===== src/rtl/mux_cfg_chain_shadow.sv =====
// Routing mux whose select memory is loaded through a serial ccff chain into a
// shadow register and swapped into the active memory only on an accepted commit.
module mux_cfg_chain_shadow #(
    parameter int NUM_INPUTS = 8,
    parameter int MODE       = 0,
    parameter int REG_OUT    = 0,
    localparam int MEM_SIZE  = (MODE == 0) ? NUM_INPUTS : $clog2(NUM_INPUTS)
) (
    input  logic                  prog_clk,
    input  logic                  pReset_n,
    input  logic [NUM_INPUTS-1:0] in,
    input  logic                  ccff_head,
    input  logic                  cfg_en,
    input  logic                  cfg_commit,
    output logic                  ccff_tail,
    output logic                  out,
    output logic [MEM_SIZE-1:0]   mem_q,
    output logic                  cfg_ready,
    output logic                  cfg_err,
    output logic                  sel_err
);

    localparam int CW = $clog2(MEM_SIZE + 1);
    localparam logic [CW-1:0] MEM_CNT = CW'(MEM_SIZE);

    typedef enum logic [1:0] {
        ST_IDLE  = 2'd0,
        ST_SHIFT = 2'd1,
        ST_READY = 2'd2
    } state_e;

    state_e              state_q, state_d;
    logic [CW-1:0]       count_q, count_d;
    logic [MEM_SIZE-1:0] shadow_q, shadow_d;
    logic [MEM_SIZE-1:0] active_q, active_d;
    logic                cfg_err_q, cfg_err_d;
    logic                commit_ok;
    logic                commit_rej;
    logic                route_c;
    logic                sel_err_c;

    // A commit is honoured only with a full shadow word and no concurrent shift.
    assign commit_ok  = cfg_commit && !cfg_en && (state_q == ST_READY);
    assign commit_rej = cfg_commit && !commit_ok;

    assign shadow_d[0] = cfg_en ? ccff_head : shadow_q[0];
    for (genvar gi = 1; gi < MEM_SIZE; gi++) begin : g_chain
        assign shadow_d[gi] = cfg_en ? shadow_q[gi-1] : shadow_q[gi];
    end

    assign active_d  = commit_ok ? shadow_q : active_q;
    assign cfg_err_d = commit_ok ? 1'b0 : (commit_rej ? 1'b1 : cfg_err_q);

    always_ff @(posedge prog_clk) begin
        if (!pReset_n) begin
            state_q   <= ST_IDLE;
            count_q   <= '0;
            shadow_q  <= '0;
            active_q  <= '0;
            cfg_err_q <= 1'b0;
        end else begin
            state_q   <= state_d;
            count_q   <= count_d;
            shadow_q  <= shadow_d;
            active_q  <= active_d;
            cfg_err_q <= cfg_err_d;
        end
    end

    always_comb begin
        state_d = state_q;
        count_d = count_q;
        if (commit_ok) begin
            count_d = '0;
        end else if (cfg_en && (count_q != MEM_CNT)) begin
            count_d = count_q + 1'b1;
        end
        case (state_q)
            ST_IDLE: begin
                if (cfg_en) begin
                    state_d = (MEM_SIZE == 1) ? ST_READY : ST_SHIFT;
                end
            end
            ST_SHIFT: begin
                if (cfg_en && (count_q == MEM_CNT - 1'b1)) begin
                    state_d = ST_READY;
                end
            end
            ST_READY: begin
                if (commit_ok) begin
                    state_d = ST_IDLE;
                end
            end
            default: state_d = ST_IDLE;
        endcase
    end

    always_comb begin
        cfg_ready = (state_q == ST_READY);
        ccff_tail = shadow_q[MEM_SIZE-1];
        mem_q     = active_q;
        cfg_err   = cfg_err_q;
        sel_err   = sel_err_c;
    end

    // Decode looks only at active memory, so shifting can never disturb routing.
    if (MODE == 0) begin : g_onehot
        logic seen_hot;
        logic multi_hot;

        always_comb begin
            seen_hot  = 1'b0;
            multi_hot = 1'b0;
            for (int i = 0; i < MEM_SIZE; i++) begin
                if (active_q[i]) begin
                    if (seen_hot) begin
                        multi_hot = 1'b1;
                    end
                    seen_hot = 1'b1;
                end
            end
        end

        assign sel_err_c = multi_hot;
        assign route_c   = (|(in & active_q)) & ~multi_hot;
    end else begin : g_binary
        logic in_range;

        assign in_range  = (32'(active_q) < NUM_INPUTS);
        assign sel_err_c = ~in_range;
        assign route_c   = in_range ? in[active_q] : 1'b0;
    end

    if (REG_OUT != 0) begin : g_out_reg
        logic out_q;

        always_ff @(posedge prog_clk) begin
            if (!pReset_n) begin
                out_q <= 1'b0;
            end else begin
                out_q <= route_c;
            end
        end

        assign out = out_q;
    end else begin : g_out_comb
        assign out = route_c;
    end

endmodule


===== config.mk =====
export PLATFORM = sky130hd
export DESIGN_NAME = mux_cfg_chain_shadow
export DESIGN_NICKNAME = d
export VERILOG_FILES = /design/src/rtl/mux_cfg_chain_shadow.sv
export SDC_FILE = /design/constraint.sdc
export NUM_CORES = 1
export LEC_CHECK = 0
export ABC_AREA = 1
export ABC_CLOCK_PERIOD_IN_PS = 2400
export BUFFER_PORTS_ARGS = -buffer_cell sky130_fd_sc_hd__buf_4
export CORE_MARGIN = 2
export CORE_UTILIZATION = 30
export CTS_CLUSTER_SIZE = 25
export DETAILED_ROUTE_END_ITERATION = 10
export PLACE_DENSITY = 0.47
export SLEW_MARGIN = 20
export SYNTH_ARGS = -nofsm -noshare
export SYNTH_HDL_FRONTEND = slang
export SYNTH_SLANG_ARGS = --single-unit

===== constraint.sdc =====
create_clock -name prog_clk -period 2.4 [get_ports prog_clk]
set_input_delay 0.12 -clock prog_clk [delete_from_list [all_inputs] [get_ports prog_clk]]
set_output_delay 0.12 -clock prog_clk [all_outputs]
set_load 0.005 [all_outputs]

==> impl_results.md, run 1 <==
- Slew @ Worst Pin: 261 ps
- Pwr Density: slightly above 500 nW/um^2
- Routed WL: 2.21 mm
- Nets: roughly 180
- Vias in the first global route: 936
- Area delta synth->final: 23.6%
- Global-route wire length before repair: 4.03 mm
- Hold Path Class: input pin to register
- Setup-failing EPs final: 0
- Worst setup EP type: output port
- Register area share after synthesis: 0.445
- Post-DR wirelength/cell: 10.4 um
- Mux cell area share after synthesis: 0
- Vias per cell: 4.53
- Commonest cells after routing, fill and taps aside: 33 x nor2_1, 25 x buf_4, 24 x nand2_1
- Clock sinks: 23
- Root cell of the clock tree: clkbuf_4
- Max cap viols: 0
- Clock latency on the worst-skew pair: approximately 300 ps
- Maximum number of pins on one net before global-route repair: 21
- DR DRC count: 0
- Starting density of the core: 0.310
- Synthesized cell area: 1030 sq um
- CTS resizes: 0
- Startpoint Class: register
- Fill count: around 380
- DR top layer: met4
- Reg-to-reg slack, setup: between 1000 and 1500 ps
- Final count of pins violating max slew: 0
- Post-route ant nets: 0
- IO Pins: 26
- Tot Pwr: 0.000644 W
- Share of cells above drive strength 1: 0.229
- CP max stage cell: dfxtp_1
- Post-synthesis cell count: 141
- Pre-CTS setup slack: around 1200 ps
- Final Cycle Share: 0.627
- Die height: 62.7 um
- Chip Width: 62.7 um
- Peak VDD IR: 0.215 mV
- Rows: 21
- DR pass1 iterations: 2
- Design area: 1280 sq um
- Placed Area: ~1300 sq um
- Port buffer count: 25
- LEAKAGE: 0.553 nW
- Compound-Gate Fraction of Synth Area: 0.151
- Commonest non-fill, non-tap cell in the layout: nor2_1
- Hold Path Depth: 3
- Remaining global-route overflow: 0
- Number of hold buffers added after CTS: 0
- TritonCTS Buffers: 3
- Metal3 WL: 103 um
- Worst path top cell family by delay: simple AND/OR/NAND/NOR gates
- Crit Path Max Fanout: 5
- Worst-path clk slew: 120 ps
- RePlAce Congestion: 0.782
- Syn avg cell area: roughly 7.3 sq um
- Fmax achieved: around 660 MHz
- Post-CTS Setup Repair Bufs: 0
- Core Area: 3340 sq um
- Worst reg2reg path startpoint: count_q[0]
- Outcome: finished clean
- Max clock buf depth: 2
- Ys Warns: 0
- Final Skew: ~8 ps
- Final Hold Fails: 0
- Ant. Diodes: 0
- Largest family of logic cells by synthesized area: simple AND/OR/NAND/NOR gates
- Hold slack: roughly 38 ps
- Met1 wire length: 1.04 mm
- H-tree Lvls: 1
- Startpoint of the worst hold path: ccff_head
- Vias: 961
- Worst Path Required: 2280 ps
- Post-synthesis adder-cell area fraction: 0.0242
- Synthesis-stage register bit count: 23
- Syn_nets: 156
- Crit path time final: 1500 ps
- RSZ-0062 raised after global routing: no
- Worst path cell trace: inv_1 -> nand3_1 -> nor2_1 -> nand2_1 -> nand2_1 -> nand3_1 -> nor2_1 -> buf_4
- Detailed Route Iter0 Violations: 16
- Xor/xnor share of the synthesized area: 0
- Data arrival time of the critical path: 1380 ps
- RR Endpoint: count_q[1]
- Dpl hpwl: 1.66 mm
- Hold Path Sink: shadow_q[0]
- Initial antenna violation count: 0
- Die area: 3940 sq um
- Crit path kind: register to output port
- Post-Synth Simple-Gate Area: 0.310
- Worst setup startpoint: mem_q[0]
- Multi-input logic area: 502 sq um
- R2R depth: 5
- Slew headroom: 0.824
- CTS tree: built
- Netlist cell types: 27
- Routed wl met2: 1.05 mm
- Gr usage total: 0.126
- Final worst-path setup slack: between 800 and 900 ps
- Sequential cell area: 460 sq um
- CP max stage delay: 370 ps
- Critical path buffer and inverter count: 2
- Sum Neg Setup Slack: 0 ps
[stage by stage]
stage / util / cells
after floorplan: - / 141
after global placement: 0.375 / 208
after detailed placement: 0.375 / 208
after CTS: 0.383 / 212
after global routing: 0.383 / 212
final: 0.383 / 212
[worst max-delay path by stage]
stage                      end  slack [ps]  cells after the start
floorplan           count_q[3]        1330                      7
global placement           out        1230                      8
CTS                        out         850                      8
detailed placement  count_q[3]        1210                      7
global route               out         690                      8
finish                     out         900                      8
[report_power, final]
part	switching, W	leakage, nW	internal [W]	total (W)
sequential	0.0000102	0.188	0.000396	0.000406
combinational	0.0000331	0.350	0.0000291	0.0000621
clock	0.000111	0.0150	0.0000648	0.000176
total	0.000154	0.553	0.000490	0.000644
[cell type report]
class | count | share of cell area
Sequential cell | 23 | 0.360
Tap cell | 46 | 0.0450
Timing Repair Buffer | 25 | 0.147
Clock buffer | 4 | 0.0205
Multi-Input combinational cell | 102 | 0.392
Inverter | 12 | 0.0352
[sequential cells by signal, summed over array words and instances, names as in the netlist]
signal,count
cfg_err,1
count_q,4
mem_q,8
shadow_q,8
state_q,2
[worst register-to-register path, delay by kind of cell (launching register included)]
kind                     cells  cell delay, ps
flip-flops                   1             370
adder cells (fa/ha/maj)      1             200
AND/OR/NAND/NOR              2             190
AO/OA/AOI/OAI                1             300
buffers and inverters        1              80
[routing by layer]
layer / vias to the layer above / global-route usage
met2: 21 / 0.227
met5: - / 0
li1: 506 / -
met4: 0 / 0.0500
met3: 2 / 0.0180
met1: 432 / 0.150
[logic make-up (layout without fill, tap and decap cells)]
family	count (synthesis)	count (layout)
DFF	23	23
AOI/OAI and AO/OA	28	28
adders and majority gates	2	2
and+or+nand+nor	72	72
buffers and inverters	16	41
[cell usage after synthesis]
cell | number | area share
inv_1 | 9 | 0.033
o21ai_2 | 1 | 0.0085
o21ai_0 | 12 | 0.058
nor3_1 | 1 | 0.0048
o2111ai_1 | 1 | 0.0085
nand3_4 | 1 | 0.017
a21boi_1 | 1 | 0.0073
ha_1 | 2 | 0.024
nand2_1 | 24 | 0.087
nor2_1 | 33 | 0.12
buf_2 | 1 | 0.0048
nand3b_1 | 1 | 0.0073
nor2_4 | 1 | 0.011
nor2_2 | 1 | 0.0060
a21oi_1 | 7 | 0.034
dfxtp_1 | 23 | 0.44
clkbuf_1 | 1 | 0.0036
a211oi_1 | 1 | 0.0073
inv_2 | 3 | 0.011
nand2_2 | 1 | 0.0060
nand3_1 | 6 | 0.029
nand4_1 | 2 | 0.012
a21oi_2 | 1 | 0.0085
nand3_2 | 1 | 0.0097
o21ai_1 | 4 | 0.019
buf_4 | 1 | 0.0073
buf_6 | 1 | 0.011
Power figures use the tool's default switching activity.
==> run 2: changes to the inputs <==
--- a/config.mk
+++ b/config.mk
@@ -5,14 +5,14 @@
 export SDC_FILE = /design/constraint.sdc
 export NUM_CORES = 1
 export LEC_CHECK = 0
-export ABC_AREA = 1
-export ABC_CLOCK_PERIOD_IN_PS = 2400
+export ABC_AREA = 0
+export ABC_CLOCK_PERIOD_IN_PS = 1370
 export BUFFER_PORTS_ARGS = -buffer_cell sky130_fd_sc_hd__buf_4
 export CORE_MARGIN = 2
 export CORE_UTILIZATION = 30
 export CTS_CLUSTER_SIZE = 25
 export DETAILED_ROUTE_END_ITERATION = 10
-export PLACE_DENSITY = 0.47
+export PLACE_DENSITY = 0.49
 export SLEW_MARGIN = 20
 export SYNTH_ARGS = -nofsm -noshare
 export SYNTH_HDL_FRONTEND = slang
==> constraint.sdc (replaced) <==
create_clock -name prog_clk -period 1.37 [get_ports prog_clk]
set_input_delay 0.0685 -clock prog_clk [delete_from_list [all_inputs] [get_ports prog_clk]]
set_output_delay 0.0685 -clock prog_clk [all_outputs]
set_load 0.005 [all_outputs]
==> impl_results.md, run 2 <==
- Outcome: complete, but fails checks
- Failing checks: setup timing
- Max cap viols: 0 (unchanged)
- Netlist cell types: 29 (+7.4%)
- Net Sw Power: 0.000251 W (+62%)
- Pwr Density: 823 nW/um^2 (+63%)
- Gr usage total: 0.110 (-0.0157)
- Dpl hpwl: 1.61 mm (-2.8%)
- Vias: 866 (-9.9%)
- Syn_nets: 127 (-19%)
- Sw Share: 0.229 (-0.0112)
- Count leader, synth: dfxtp_1
- Max clock buf depth: 2 (unchanged)
- Leading area contributor after synthesis: dfxtp_1
- LEAKAGE: 0.546 nW (-1.2%)
- Die area: 3900 sq um (-1.0%)
- IO Pins: 26 (unchanged)
- Maximum number of pins on one net before global-route repair: 20 (-4.8%)
- Crit path time final: 1990 ps
- H-tree Lvls: 1 (unchanged)
- RePlAce Congestion: 0.684 (-13%)
- Clock power frac: 0.283 (+0.010)
- Routed wl met2: 1.04 mm (-0.38%)
- Final Skew: 12.0 ps (+4.26 ps)
- Post-synthesis cell count: 112 (-21%)
- Remaining global-route overflow: 0 (unchanged)
- Hold Path Class: input pin to register
- Core Area: 3310 sq um (-0.79%)
- Met1 wire length: 891 um (-14%)
- Data arrival time of the critical path: 1920 ps (+540 ps)
- Vias per cell: 4.58 (+1.1%)
- Routed WL: 2.06 mm (-7.1%)
- Worst setup EP type: output port
- Final worst-path setup slack: -616 ps (-1510 ps)
- Commonest cells after routing, fill and taps aside: 30 x buf_4, 21 x nand2_1, 21 x dfxtp_1
- Sequential power share: 0.632 (+0.002)
- Critical path buffer and inverter count: 1 (-1)
- DR pass1 iterations: 3 (+1)
- Final Hold Fails: 0 (unchanged)
- Ant. Diodes: 0 (unchanged)
- RSZ-0062 raised after global routing: yes
- CTS tree: built
- Final Cycle Share: 1.45
- Pint: 0.000847 W (+73%)
- CP max stage cell: or4_4
- Post-route ant nets: 0 (unchanged)
- Slew headroom: 0.801 (-0.0236)
- CP max stage delay: 530 ps (+160 ps)
- Synthesized cell area: 1020 sq um (-1.1%)
- Detailed Route Iter0 Violations: 17 (+1)
- Combinational Power Share: 0.085 (-0.011)
- Initial antenna violation count: 0 (unchanged)
- Port buffer count: 25 (unchanged)
- Setup-failing EPs final: 2 (+2)
- Crit path kind: register to output port
- Area delta synth->final: 30.4%
- Slew @ Worst Pin: 299 ps (+37.4 ps)
- Synth top area share: 0.450 (+0.00490)
- Worst Path Required: 1300 ps (-980 ps)
- Sum Neg Setup Slack: -1110 ps (-1110 ps)
- Vias in the first global route: 811 (-13%)
- Metal3 WL: 103 um (unchanged)
- Clock latency on the worst-skew pair: 310 ps (about the same)
- Peak VDD IR: 0.319 mV (+49%)
- Clock sinks: 23 (unchanged)
- Synth area leaders: dfxtp_1 45%, mux2i_1 8.8%, nand2_1 7.7%
- Register area share after synthesis: 0.450 (+0.00490)
- EDFF count, synth: 0 (unchanged)
- Share of cells above drive strength 1: 0.280 (+0.0508)
- Starting density of the core: 0.309 (-0.000940)
- Worst path cell trace: or4_4 -> maj3_2 -> o21a_1 -> a31oi_2 -> buf_4
- Startpoint Class: register
- Commonest non-fill, non-tap cell in the layout: buf_4
- DR top layer: met4
- Syn avg cell area: 9.14 sq um (+25%)
- Crit Path Max Fanout: 2 (-3)
- Post-CTS Setup Repair Bufs: 0 (unchanged)
- Post-synth ARST share: 0 (unchanged)
- Ys Warns: 0 (unchanged)
- Rows: 21 (unchanged)
- Post-DR wirelength/cell: 10.9 um (+4.2%)
- Synthesis-stage register bit count: 23 (unchanged)
- Worst path top cell family by delay: simple AND/OR/NAND/NOR gates
- Worst-path clk slew: 120 ps (about the same)
- Fmax achieved: 504 MHz
- Most common flop cell mapped by yosys: dfxtp_1
- Nets: 159 (-13%)
- Die height: 62.4 um (-0.51%)
- Root cell of the clock tree: clkbuf_4
- Final count of pins violating max slew: 0 (unchanged)
- TritonCTS Buffers: 3 (unchanged)
- DR DRC count: 0 (unchanged)
- Global-route wire length before repair: 3.52 mm (-13%)
- Chip Width: 62.4 um (-0.51%)
- Most frequent cells after synthesis: 23 x dfxtp_1, 21 x nand2_1, 11 x nor2b_1, 9 x mux2i_1
- Tot Pwr: 0.00110 W (+70%)
==> run 2: cell families after synthesis <==
logic type	count (synthesis)	synth area share
simple gates	49	0.235
mux	9	0.0880
flops	23	0.450
compound gates	20	0.153
fa+ha+maj	3	0.0354
xor+xnor	2	0.0171
buf+inv	6	0.0220
==> run 2: power groups by stage <==
| stage | clock network [W] | logic [W] | registers [W] |
|---|---|---|---|
| 2_1_floorplan | 0 | 0.0000513 | 0.000707 |
| 6_report | 0.000311 | 0.0000929 | 0.000694 |
| 5_1_grt | 0.000373 | 0.000103 | 0.000697 |
| 3_5_place_dp | 0 | 0.0000924 | 0.000709 |
| 4_1_cts | 0.000337 | 0.0000950 | 0.000695 |
| 3_3_place_gp | 0 | 0.0000882 | 0.000708 |
==> run 2: per-layer routing <==
layer  GRT usage  vias to the layer above
met3      0.0342                        2
met1       0.122                      397
li1            -                      450
met5           0                        -
met2       0.194                       17
met4      0.0500                        0
==> run 2: stage by stage <==
step                      cells  utilization  hold WS (ps)  setup slack, ps  area, sq um
final                       189        0.403          27.0             -616         1340
after global routing        189        0.403          18.6             -700         1340
after CTS                   189        0.402          23.6             -644         1330
after detailed placement    184        0.390           290             -293         1290
after global placement      184        0.390           284             -274         1290
after floorplan             112            -           184             -207         1020
==> run 2: worst paths after layout <==
check / start / to / slack [ps] / cells past startpoint
max: mem_q[3] / out / -620 / 5
min: ccff_head / shadow_q[0] / 30 / 3
min reg2reg: state_q[1] / state_q[0] / 450 / 1
max reg2reg: count_q[0] / count_q[1] / 90 / 6
==> run 2: what timing repair did <==
action | in CTS | in global routing
pin swaps | 2 | 1
setup endpoints to repair | 3 | 7
resized for setup | 1 | 2
hold buffers | 1 | 0
endpoints found under the hold margin | 1 | 0
==> run 2: worst register-to-register path, cell delays in order (launching register included) <==
cell and delay [ps]:
dfxtp_1 350, inv_1 100, ha_1 160, nand2_1 60, o21ai_1 230, mux2i_1 210
nor2_1 50
==> run 2: final cells by class <==
cell class / count / area [sq um]
Sequential cell: 23 / 463
Inverter: 2 / 7.51
Multi-Input combinational cell: 83 / 542
Clock inverter: 1 / 7.51
Tap cell: 46 / 57.6
Clock buffer: 3 / 22.5
Timing Repair Buffer: 31 / 235
Fill cell: 376 / 1980
==> run 3: changes to the inputs <==
--- a/config.mk
+++ b/config.mk
@@ -5,7 +5,7 @@
 export SDC_FILE = /design/constraint.sdc
 export NUM_CORES = 1
 export LEC_CHECK = 0
-export ABC_AREA = 0
+export ABC_AREA = 1
 export ABC_CLOCK_PERIOD_IN_PS = 1370
 export BUFFER_PORTS_ARGS = -buffer_cell sky130_fd_sc_hd__buf_4
 export CORE_MARGIN = 2
==> impl_results.md, run 3 (synthesis gave the netlist of run 1 again) <==
- RSZ-0062 raised after global routing: yes
- CTS tree: built
- Setup-failing EPs final: 1 (-1)
- Pre-CTS setup slack: 211 ps (+504 ps)
- Die height: 62.7 um (+0.51%)
- Remaining global-route overflow: 0 (unchanged)
- Design area: 1380 sq um (+3.7%)
- Placed Area: 1250 sq um (-3.1%)
- Slew headroom: 0.849 (+0.0484)
- Hold Path Sink: cfg_err
- Global-route wire length before repair: 3.73 mm (+5.9%)
- GR Layer Usage met1: 0.127 (+0.00548)
- Startpoint Class: register
- Final Hold Fails: 0 (unchanged)
- DR DRC count: 0 (unchanged)
- Crit path kind: register to output port
- Fmax achieved: 715 MHz (+42%)
- Share of cells above drive strength 1: 0.351 (+0.0709)
- Starting density of the core: 0.310 (+0.000940)
- Maximum number of pins on one net before global-route repair: 21 (+5.0%)
- Worst Path Required: 1300 ps (about the same)
- Vias in the first global route: 944 (+16%)
- Met3 usage: 0.0252 (-0.00901)
- Placed cells: 208 (+13%)
- Pwr Density: 811 nW/um^2 (-1.4%)
- Detailed Route Iter0 Violations: 27 (+10)
- Ant. Diodes: 0 (unchanged)
- Dpl hpwl: 1.56 mm (-3.2%)
- IO Pins: 26 (unchanged)
- Global routing's busiest layer: met2
- Commonest cells after routing, fill and taps aside: 31 x buf_4, 30 x nor2_1, 24 x nand2_1
- Core Area: 3340 sq um (+0.79%)
- Commonest non-fill, non-tap cell in the layout: buf_4
- Reg-to-reg slack, setup: 180 ps (+90 ps)
- Hold Path Depth: 3 (unchanged)
- Die area: 3940 sq um (+1.0%)
- Worst-path clk slew: 130 ps (about the same)
- Outcome: complete, but fails checks
- TritonCTS Buffers: 3 (unchanged)
- Final count of pins violating max slew: 0 (unchanged)
- DR pass1 iterations: 4 (+1)
- LEAKAGE: 0.622 nW (+14%)
- Max cap viols: 0 (unchanged)
- RR Endpoint: count_q[3]
- Vias per cell: 4.49 (-2.1%)
- R2R depth: 7 (+1)
- Area delta synth->final: 33.7%
- Vias: 987 (+14%)
- RePlAce Congestion: 0.700 (+2.4%)
- Startpoint of the worst hold path: cfg_commit
- Post-DR wirelength/cell: 9.51 um (-13%)
- Routed WL: 2.09 mm (+1.8%)
- Final Skew: 5.09 ps (-6.96 ps)
- Worst reg2reg path startpoint: count_q[0]
- Final worst-path setup slack: -28.9 ps (+587 ps)
- H-tree Lvls: 1 (unchanged)
- Peak VDD IR: 0.398 mV (+25%)
- Port buffer count: 25 (unchanged)
- Nets: 190 (+19%)
- Hold Path Class: input pin to register
- Root cell of the clock tree: clkbuf_4
- Fill count: 364 (-3.2%)
- Chip Width: 62.7 um (+0.51%)
- Clock latency on the worst-skew pair: 300 ps (about the same)
- Slew @ Worst Pin: 224 ps (-74.3 ps)
- Clock sinks: 23 (unchanged)
- Crit path time final: 1400 ps (-587 ps)
- Post-route ant nets: 0 (unchanged)
- Initial antenna violation count: 0 (unchanged)
- Gr usage total: 0.117 (+0.00610)
- Crit Path Max Fanout: 3 (+1)
- Rows: 21 (unchanged)
- Worst setup EP type: output port
- Layout Utilization: 0.415 (+0.0114)
- Data arrival time of the critical path: 1330 ps (-590 ps)
- Sum Neg Setup Slack: -28.9 ps (+1080 ps)
- Met2 usage: 0.214 (+0.0202)
- Final Cycle Share: 1.02 (-0.428)
- Final std cells w/o fill: 220 (+16%)
- Failing checks: setup timing
- Max clock buf depth: 2 (unchanged)
-- run 3: cell types whose count changed in the layout (fill, tap and decap cells not counted), sizes merged, moves of 2 or more --
cell and change:
a21boi -7, nand3 +8, o21ai +16, a22oi -2
mux2i -9, nand2 +4, o21a -2, inv +10
nor3 -2, buf +2, nor2b -11, nor2 +27
a21oi +7
-- run 3: final cells by class --
class                      instances  area (sq um)  share of cell area
multi-input combinational        102           528               0.382
sequential                        23           472               0.341
timing repair buffer              33           254               0.184
tap                               46          57.6              0.0416
inverter                          12          45.0              0.0325
clock buffer                       3          22.5              0.0163
clock inverter                     1          5.00             0.00362
-- run 3: worst max path at each step --
stage	startpoint	endpoint	slack (ps)
finish	mem_q[1]	out	-30
global route	mem_q[6]	out	-160
CTS	mem_q[1]	out	-50
detailed placement	count_q[0]	count_q[3]	210
global placement	count_q[0]	count_q[3]	220
floorplan	count_q[0]	count_q[3]	300
-- run 3: layer usage --
metal | vias to the layer above | wire, um
li1 | 527 | -
met2 | 25 | 988
met5 | - | 0
met1 | 433 | 986
met3 | 2 | 99
met4 | 0 | 19
-- run 3: stage by stage --
stage / hold WS (ps) / power [W]
2_1_floorplan: 198 / 0.000786
3_3_place_gp: 289 / 0.000832
3_5_place_dp: 302 / 0.000835
4_1_cts: 8.52 / 0.00115
5_1_grt: 30.7 / 0.00119
6_report: 18.6 / 0.00112
-- run 3: where the power goes --
part	internal, W	switching [W]	total [W]
Combinational	0.0000525	0.0000559	0.000108
Clock	0.000109	0.000198	0.000307
Sequential	0.000689	0.0000177	0.000707
-- run 3: timing repair --
item                       CTS  global route
gates resized for setup     16             3
setup buffers                6             1
setup endpoints to repair    2             2
hold endpoints to repair     1             0
hold buffers                 1             0
pin swaps                    6             6
-- run 3: worst max-delay path, stage by stage (launching register included) --
cell	delay, ps
dfxtp_2	350
buf_4	130
a21oi_2	100
nand3_1	70
nand2_1	90
nand3_2	80
nor2_1	90
buf_4	110
